<file path="src/rtl/fpaddsub_norm_arbiter.sv">
// rtl/fpaddsub_norm_arbiter.sv - two-lane round-robin front end to a shared 2-stage FP post-add normalizer
module fpaddsub_norm_arbiter #(
  parameter int MW = 26,
  parameter int EW = 8
) (
  input  logic          CLK,
  input  logic          RST,
  input  logic          R0_VALID,
  output logic          R0_READY,
  input  logic [MW-1:0] R0_SIG,
  input  logic [EW-1:0] R0_EXP,
  input  logic          R1_VALID,
  output logic          R1_READY,
  input  logic [MW-1:0] R1_SIG,
  input  logic [EW-1:0] R1_EXP,
  output logic          O_VALID,
  input  logic          O_READY,
  output logic          O_LANE,
  output logic [MW-1:0] O_SIG,
  output logic [EW-1:0] O_EXP,
  output logic          O_ZERO,
  output logic          O_UFLOW
);

  // Count must hold 0..MW inclusive; the exponent path assumes EW >= CW.
  localparam int CW = $clog2(MW + 1);

  // Round-robin state: 1 means lane 1 was granted last, so lane 0 wins a tie.
  logic          rr_last_q;

  // Stage 1: captured request plus its leading-zero count.
  logic          s1_valid_q;
  logic          s1_lane_q;
  logic [MW-1:0] s1_sig_q;
  logic [EW-1:0] s1_exp_q;
  logic [CW-1:0] s1_cnt_q;

  // Stage 2: the output registers themselves.
  logic          o_valid_q;
  logic          o_lane_q;
  logic [MW-1:0] o_sig_q;
  logic [EW-1:0] o_exp_q;
  logic          o_zero_q;
  logic          o_uflow_q;

  // Handshake / arbitration intermediates.
  logic          s2_load;
  logic          s1_adv;
  logic          s1_load;
  logic          grant0;
  logic          grant1;
  logic          req_fire;
  logic          req_lane;
  logic [MW-1:0] sel_sig;
  logic [EW-1:0] sel_exp;
  logic [CW-1:0] lz_cnt;

  // Stage 2 next-state values derived from stage 1 contents.
  logic [MW-1:0] o_sig_d;
  logic [EW-1:0] o_exp_d;
  logic          o_zero_d;
  logic          o_uflow_d;
  logic [EW-1:0] cnt_ext;

  // Pipeline enables and the round-robin grant; READY only ever follows its own VALID.
  always_comb begin
    s2_load  = !o_valid_q || O_READY;
    s1_adv   = s1_valid_q && s2_load;
    s1_load  = !s1_valid_q || s1_adv;
    grant1   = R1_VALID && (!R0_VALID || !rr_last_q);
    grant0   = R0_VALID && !grant1;
    R0_READY = grant0 && s1_load;
    R1_READY = grant1 && s1_load;
    req_fire = R0_READY || R1_READY;
    req_lane = R1_READY;
    sel_sig  = R1_READY ? R1_SIG : R0_SIG;
    sel_exp  = R1_READY ? R1_EXP : R0_EXP;
  end

  // Leading-zero count of the granted significand, MSB first; all-zero yields MW.
  always_comb begin
    logic found;
    found  = 1'b0;
    lz_cnt = CW'(MW);
    for (int i = MW - 1; i >= 0; i--) begin
      if (!found && sel_sig[i]) begin
        lz_cnt = CW'(MW - 1 - i);
        found  = 1'b1;
      end
    end
  end

  // Stage 1 capture and round-robin pointer update on an actual request transfer.
  always_ff @(posedge CLK or posedge RST) begin
    if (RST) begin
      s1_valid_q <= 1'b0;
      s1_lane_q  <= 1'b0;
      s1_sig_q   <= '0;
      s1_exp_q   <= '0;
      s1_cnt_q   <= '0;
      rr_last_q  <= 1'b1;
    end else begin
      if (s1_load) begin
        s1_valid_q <= req_fire;
      end
      if (req_fire) begin
        s1_lane_q <= req_lane;
        s1_sig_q  <= sel_sig;
        s1_exp_q  <= sel_exp;
        s1_cnt_q  <= lz_cnt;
        rr_last_q <= req_lane;
      end
    end
  end

  // Normalize: shift out leading zeros, or stop at exponent zero and flag underflow.
  always_comb begin
    cnt_ext   = EW'(s1_cnt_q);
    o_sig_d   = '0;
    o_exp_d   = '0;
    o_zero_d  = 1'b0;
    o_uflow_d = 1'b0;
    if (s1_sig_q == '0) begin
      o_zero_d = 1'b1;
    end else if ((s1_cnt_q != '0) && (cnt_ext >= s1_exp_q)) begin
      o_sig_d   = s1_sig_q << s1_exp_q;
      o_uflow_d = 1'b1;
    end else begin
      o_sig_d = s1_sig_q << s1_cnt_q;
      o_exp_d = s1_exp_q - cnt_ext;
    end
  end

  // Stage 2 output registers; hold everything while the consumer stalls.
  always_ff @(posedge CLK or posedge RST) begin
    if (RST) begin
      o_valid_q <= 1'b0;
      o_lane_q  <= 1'b0;
      o_sig_q   <= '0;
      o_exp_q   <= '0;
      o_zero_q  <= 1'b0;
      o_uflow_q <= 1'b0;
    end else if (s2_load) begin
      o_valid_q <= s1_valid_q;
      if (s1_valid_q) begin
        o_lane_q  <= s1_lane_q;
        o_sig_q   <= o_sig_d;
        o_exp_q   <= o_exp_d;
        o_zero_q  <= o_zero_d;
        o_uflow_q <= o_uflow_d;
      end
    end
  end

  assign O_VALID = o_valid_q;
  assign O_LANE  = o_lane_q;
  assign O_SIG   = o_sig_q;
  assign O_EXP   = o_exp_q;
  assign O_ZERO  = o_zero_q;
  assign O_UFLOW = o_uflow_q;

endmodule

</file>
<file path="config.mk">
export PLATFORM = sky130hd
export DESIGN_NAME = fpaddsub_norm_arbiter
export DESIGN_NICKNAME = d
export VERILOG_FILES = /design/src/rtl/fpaddsub_norm_arbiter.sv
export SDC_FILE = /design/constraint.sdc
export NUM_CORES = 1
export LEC_CHECK = 0
export ABC_AREA = 1
export BUFFER_PORTS_ARGS = -buffer_cell sky130_fd_sc_hd__buf_2
export CELL_PAD_IN_SITES_DETAIL_PLACEMENT = 0
export CELL_PAD_IN_SITES_GLOBAL_PLACEMENT = 1
export CORE_MARGIN = 4
export CORE_UTILIZATION = 25
export CTS_CLUSTER_DIAMETER = 150
export DETAILED_ROUTE_END_ITERATION = 7
export PLACE_DENSITY = 0.55
export SKIP_CTS_REPAIR_TIMING = 1
export SLEW_MARGIN = 0
export SYNTH_ARGS = -nofsm -noshare
export SYNTH_HDL_FRONTEND = slang
export SYNTH_SLANG_ARGS = --single-unit
export TNS_END_PERCENT = 100
</file>
<file path="constraint.sdc">
create_clock -name CLK -period 3.3 [get_ports CLK]
set_input_delay 0.66 -clock CLK [delete_from_list [all_inputs] [get_ports CLK]]
set_output_delay 0.66 -clock CLK [all_outputs]
set_load 0.01 [all_outputs]
</file>
==> key figures <==
Outcome
  • Status: finished clean

Logic synthesis
  • Synth top area share: 38.02%
  • Yosys warns: 0
  • Post-synthesis xor/xnor area fraction: 1.011%
  • Synth area leader: dfrtp_1
  • Multiplexer share of the synthesized area: less than 1%
  • Post-synth EDFFs: 0
  • Cell area after synthesis: ~5200 um2
  • Synth Flop Type: dfrtp_1
  • Synth area leaders: dfrtp_1, nand2_1, o21ai_0
  • Sequential fraction of the synthesis area: about two fifths
  • Cell with the most instances after synthesis: nand2_1
  • Main combinational cell family by area after synthesis: simple AND/OR/NAND/NOR gates
  • Synth Area in Simple Gates: between 20% and 30%
  • Synthesized net count: 811
  • Compound-gate portion of the synthesized area: a little over a fifth
  • Syn_area_per_cell: 7.104 um2
  • Post-synth top cells: nand2_1, o21ai_0, dfrtp_1, inv_1, nor2_1
  • Syn Inst Count: approximately 730
  • Synth unique cells: 44
  • Yosys reg bits: 80
  • Adder-cell share of the synthesized area: 1.588%
  • Asr flop ratio synth: 100.0%

Global route
  • Initial antenna violation count: 0
  • Largest net degree at the start of global routing: 56
  • Global route overflow: 0
  • Total GRT Usage: between 10 and 15%
  • Vias in the first global route: around 5000
  • First-pass GRT wire length: around 27000 um

Critical path
  • Crit-path cells: inv_1 > ha_1 > inv_1 > fa_2 > a21oi_2 > o21ai_1 > nand2_1 > o311ai_4 > o21ai_4 > buf_4 > buf_6 > mux2i_2 > nor2_1 > o221ai_1 > o211ai_1 > a22o_1
  • Setup crit end kind: flip-flop
  • Crit path largest cell delay: about 370 ps
  • Startpoint Class: flip-flop
  • Reg2reg setup slack: about 170 ps
  • Kind of critical path: reg2reg
  • Slowest-stage cell, CP: dfrtp_1
  • Reg2reg start: s1_exp_q[0]
  • Critical path peak fanout: 14
  • WP data arrival: 3360 ps
  • Top cell by count, worst path: inv_1
  • FF-to-FF End: O_SIG[23]
  • CP required: approximately 3500 ps
  • R2r worst-path depth: 16

Flow run
  • Max-capacitance violation count: 0

Power
  • IR drop worst, VDD: between 0.0002 and 0.00025 V
  • Switching Fraction: about 45%
  • Switching power: ~0.0025 W
  • Clock Power Share: around 18%
  • Comb pwr share: between 50% and 60%
  • Pleak: approximately 3.3 nW
  • Seq pwr share: 30.0%
  • Power per Cell Area: around 830 nW/um2
  • Int Power: between 0.003 and 0.004 W

STA
  • Fin. max-slew vios: 0
  • Unrepaired setup endpoints after global routing: yes
  • Final setup vio count: 0
  • Setup TNS: 0 ps
  • Final Hold Viols: 0
  • Tightest Pin Transition: ~700 ps
  • Final WS setup: ~170 ps
  • Clock skew: roughly 9.7 ps
  • Period Utilization, post-route: roughly 95%
  • Headroom to the max-slew limit: between 50% and 60%
  • Final min period: 3130 ps
  • FMAX: approximately 0.32 GHz

Detailed routing
  • DR vias: roughly 5200
  • Wire length on met3: 652 um
  • DRC Markers: 0
  • DR vias/cell: about 4.5
  • Total Routed Length: ~16000 um
  • Drt first pass iters: 6
  • DR WL met2: ~7000 um
  • Highest metal used: met4
  • M1 wire length: around 8500 um
  • DR iter-0 viols: around 290
  • DRT antenna net count: 0
  • Wire per inst: approximately 14 um

CTS
  • CTS clk-pin slew, worst paths: roughly 60 ps
  • H-Tree Depth: 3
  • Clock Sinks: 80
  • Maximum root-to-sink buffer count: 2
  • Clk_lat worst skew: roughly 350 ps
  • CTS tree: yes
  • TritonCTS buffer count: 9
  • CTS root buf: clkbuf_16

Finish
  • Finished Cell Area: between 6000 and 7000 um2
  • Reg area: ~2000 um2
  • Area growth syn-to-layout: 29.55%
  • Area of the multi-input gates: around 2900 um2
  • Fillers: about 2200
  • Final net count: between 900 and 1000
  • Layout cell share with drive strength beyond 1: between 20% and 30%

Placed design
  • GP Congestion: around 0.84
  • Pre-CTS setup slack: -35.72 ps
  • PortBufs: 112
  • Detailed placement HPWL: approximately 13000 um
  • Placed inst area: between 6000 and 7000 um2

Floorplan
  • Core area: between 20000 and 25000 um2
  • IO Count: between 100 and 150
  • Initial Util: roughly a quarter
  • Die Y: ~150 um
  • Die area: 23170 um2
  • DIE WIDTH: 152.2 um
  • Row cnt: 52

Hold path
  • Min-Delay Path Class: in2async
-- layout by cell type (no fill, tap or decap), types with 3 or more instances in the layout --
cell and n:
o211ai_1 8, dfrtp_1 79, nand4_2 3, nand2_4 3
nor4_1 8, a31oi_1 9, a22o_1 3, inv_2 3
nand2_2 3, xor2_1 4, o21ai_2 12, nand3_1 22
o21ai_0 108, buf_2 114, ha_1 5, a21oi_1 11
o21ai_1 30, nand2_1 208, a32o_1 3, inv_1 64
clkinv_2 4, or2_2 17, nor2_2 10, buf_4 46
nand4_1 14, clkbuf_16 9, o221ai_1 6, mux2i_1 4
nor2_1 31
-- power by group through the flow --
| stage | sequential [W] | combinational, W | clock [W] |
|---|---|---|---|
| floorplan | 0.00172 | 0.00168 | 0 |
| global placement | 0.00169 | 0.00282 | 0 |
| detailed placement | 0.00169 | 0.00281 | 0 |
| CTS | 0.00168 | 0.00282 | 0.00102 |
| global route | 0.00174 | 0.00334 | 0.00106 |
| finish | 0.00168 | 0.00295 | 0.000985 |
-- logic make-up (layout without fill, tap and decap cells) --
logic type	count (synthesis)	count (layout)
AND/OR/NAND/NOR	329	329
AO/OA/AOI/OAI	198	198
buffers and inverters	108	249
flip-flops	80	80
adder cells (fa/ha/maj)	6	6
XOR/XNOR	6	6
multiplexers	5	5
other	0	1
-- critical path, delay by kind of cell, from the launching register on --
family,cells,cell delay [ps]
AOI/OAI and AO/OA,7,1250
adders and majority gates,2,500
buffers and inverters,4,430
DFF,1,370
muxes,1,250
and+or+nand+nor,2,190
-- sequential cells by signal (all words and copies together) (netlist names) --
| name | flops |
|---|---|
| O_EXP | 8 |
| O_LANE | 1 |
| O_SIG | 26 |
| O_UFLOW | 1 |
| O_VALID | 1 |
| O_ZERO | 1 |
| rr_last_q | 1 |
| s1_cnt_q | 5 |
| s1_exp_q | 8 |
| s1_lane_q | 1 |
| s1_sig_q | 26 |
| s1_valid_q | 1 |
-- area by class of cell --
type	count	share of cell area, %
antenna	1	0.03715
clock buffer	10	3.399
clock inverter	6	0.9101
inverter	69	3.938
multi-input combinational	544	42.44
sequential	80	29.74
tap	270	5.015
timing repair buffer	164	14.52
-- layer usage --
layer / vias up / GRT usage (%)
li1: 2735 / -
met1: 2295 / 20.81
met2: 125 / 20.34
met3: 17 / 1.988
met4: 0 / 4.495
met5: - / 0
-- worst max-delay path by stage --
stage	start	end	cells after the start
after floorplan	s1_exp_q[0]	O_SIG[21]	18
after global placement	O_READY	s1_cnt_q[0]	17
after detailed placement	s1_exp_q[0]	O_SIG[21]	16
after CTS	s1_exp_q[0]	O_SIG[21]	16
after global routing	s1_exp_q[0]	O_SIG[22]	18
final	s1_exp_q[0]	O_SIG[23]	16
-- per-stage QoR --
| stage | power [W] | std cells | hold slack (ps) | utilization (%) |
|---|---|---|---|---|
| floorplan | 0.003402 | 732 | 461.7 | - |
| global placement | 0.004506 | 1122 | 460.8 | 31.01 |
| detailed placement | 0.004506 | 1122 | 464.1 | 31.01 |
| CTS | 0.005517 | 1138 | 415.6 | 32.43 |
| global route | 0.006142 | 1143 | 445.3 | 33.07 |
| finish | 0.005624 | 1144 | 395.1 | 33.08 |
No activity file was read; power rests on OpenSTA's default activity.
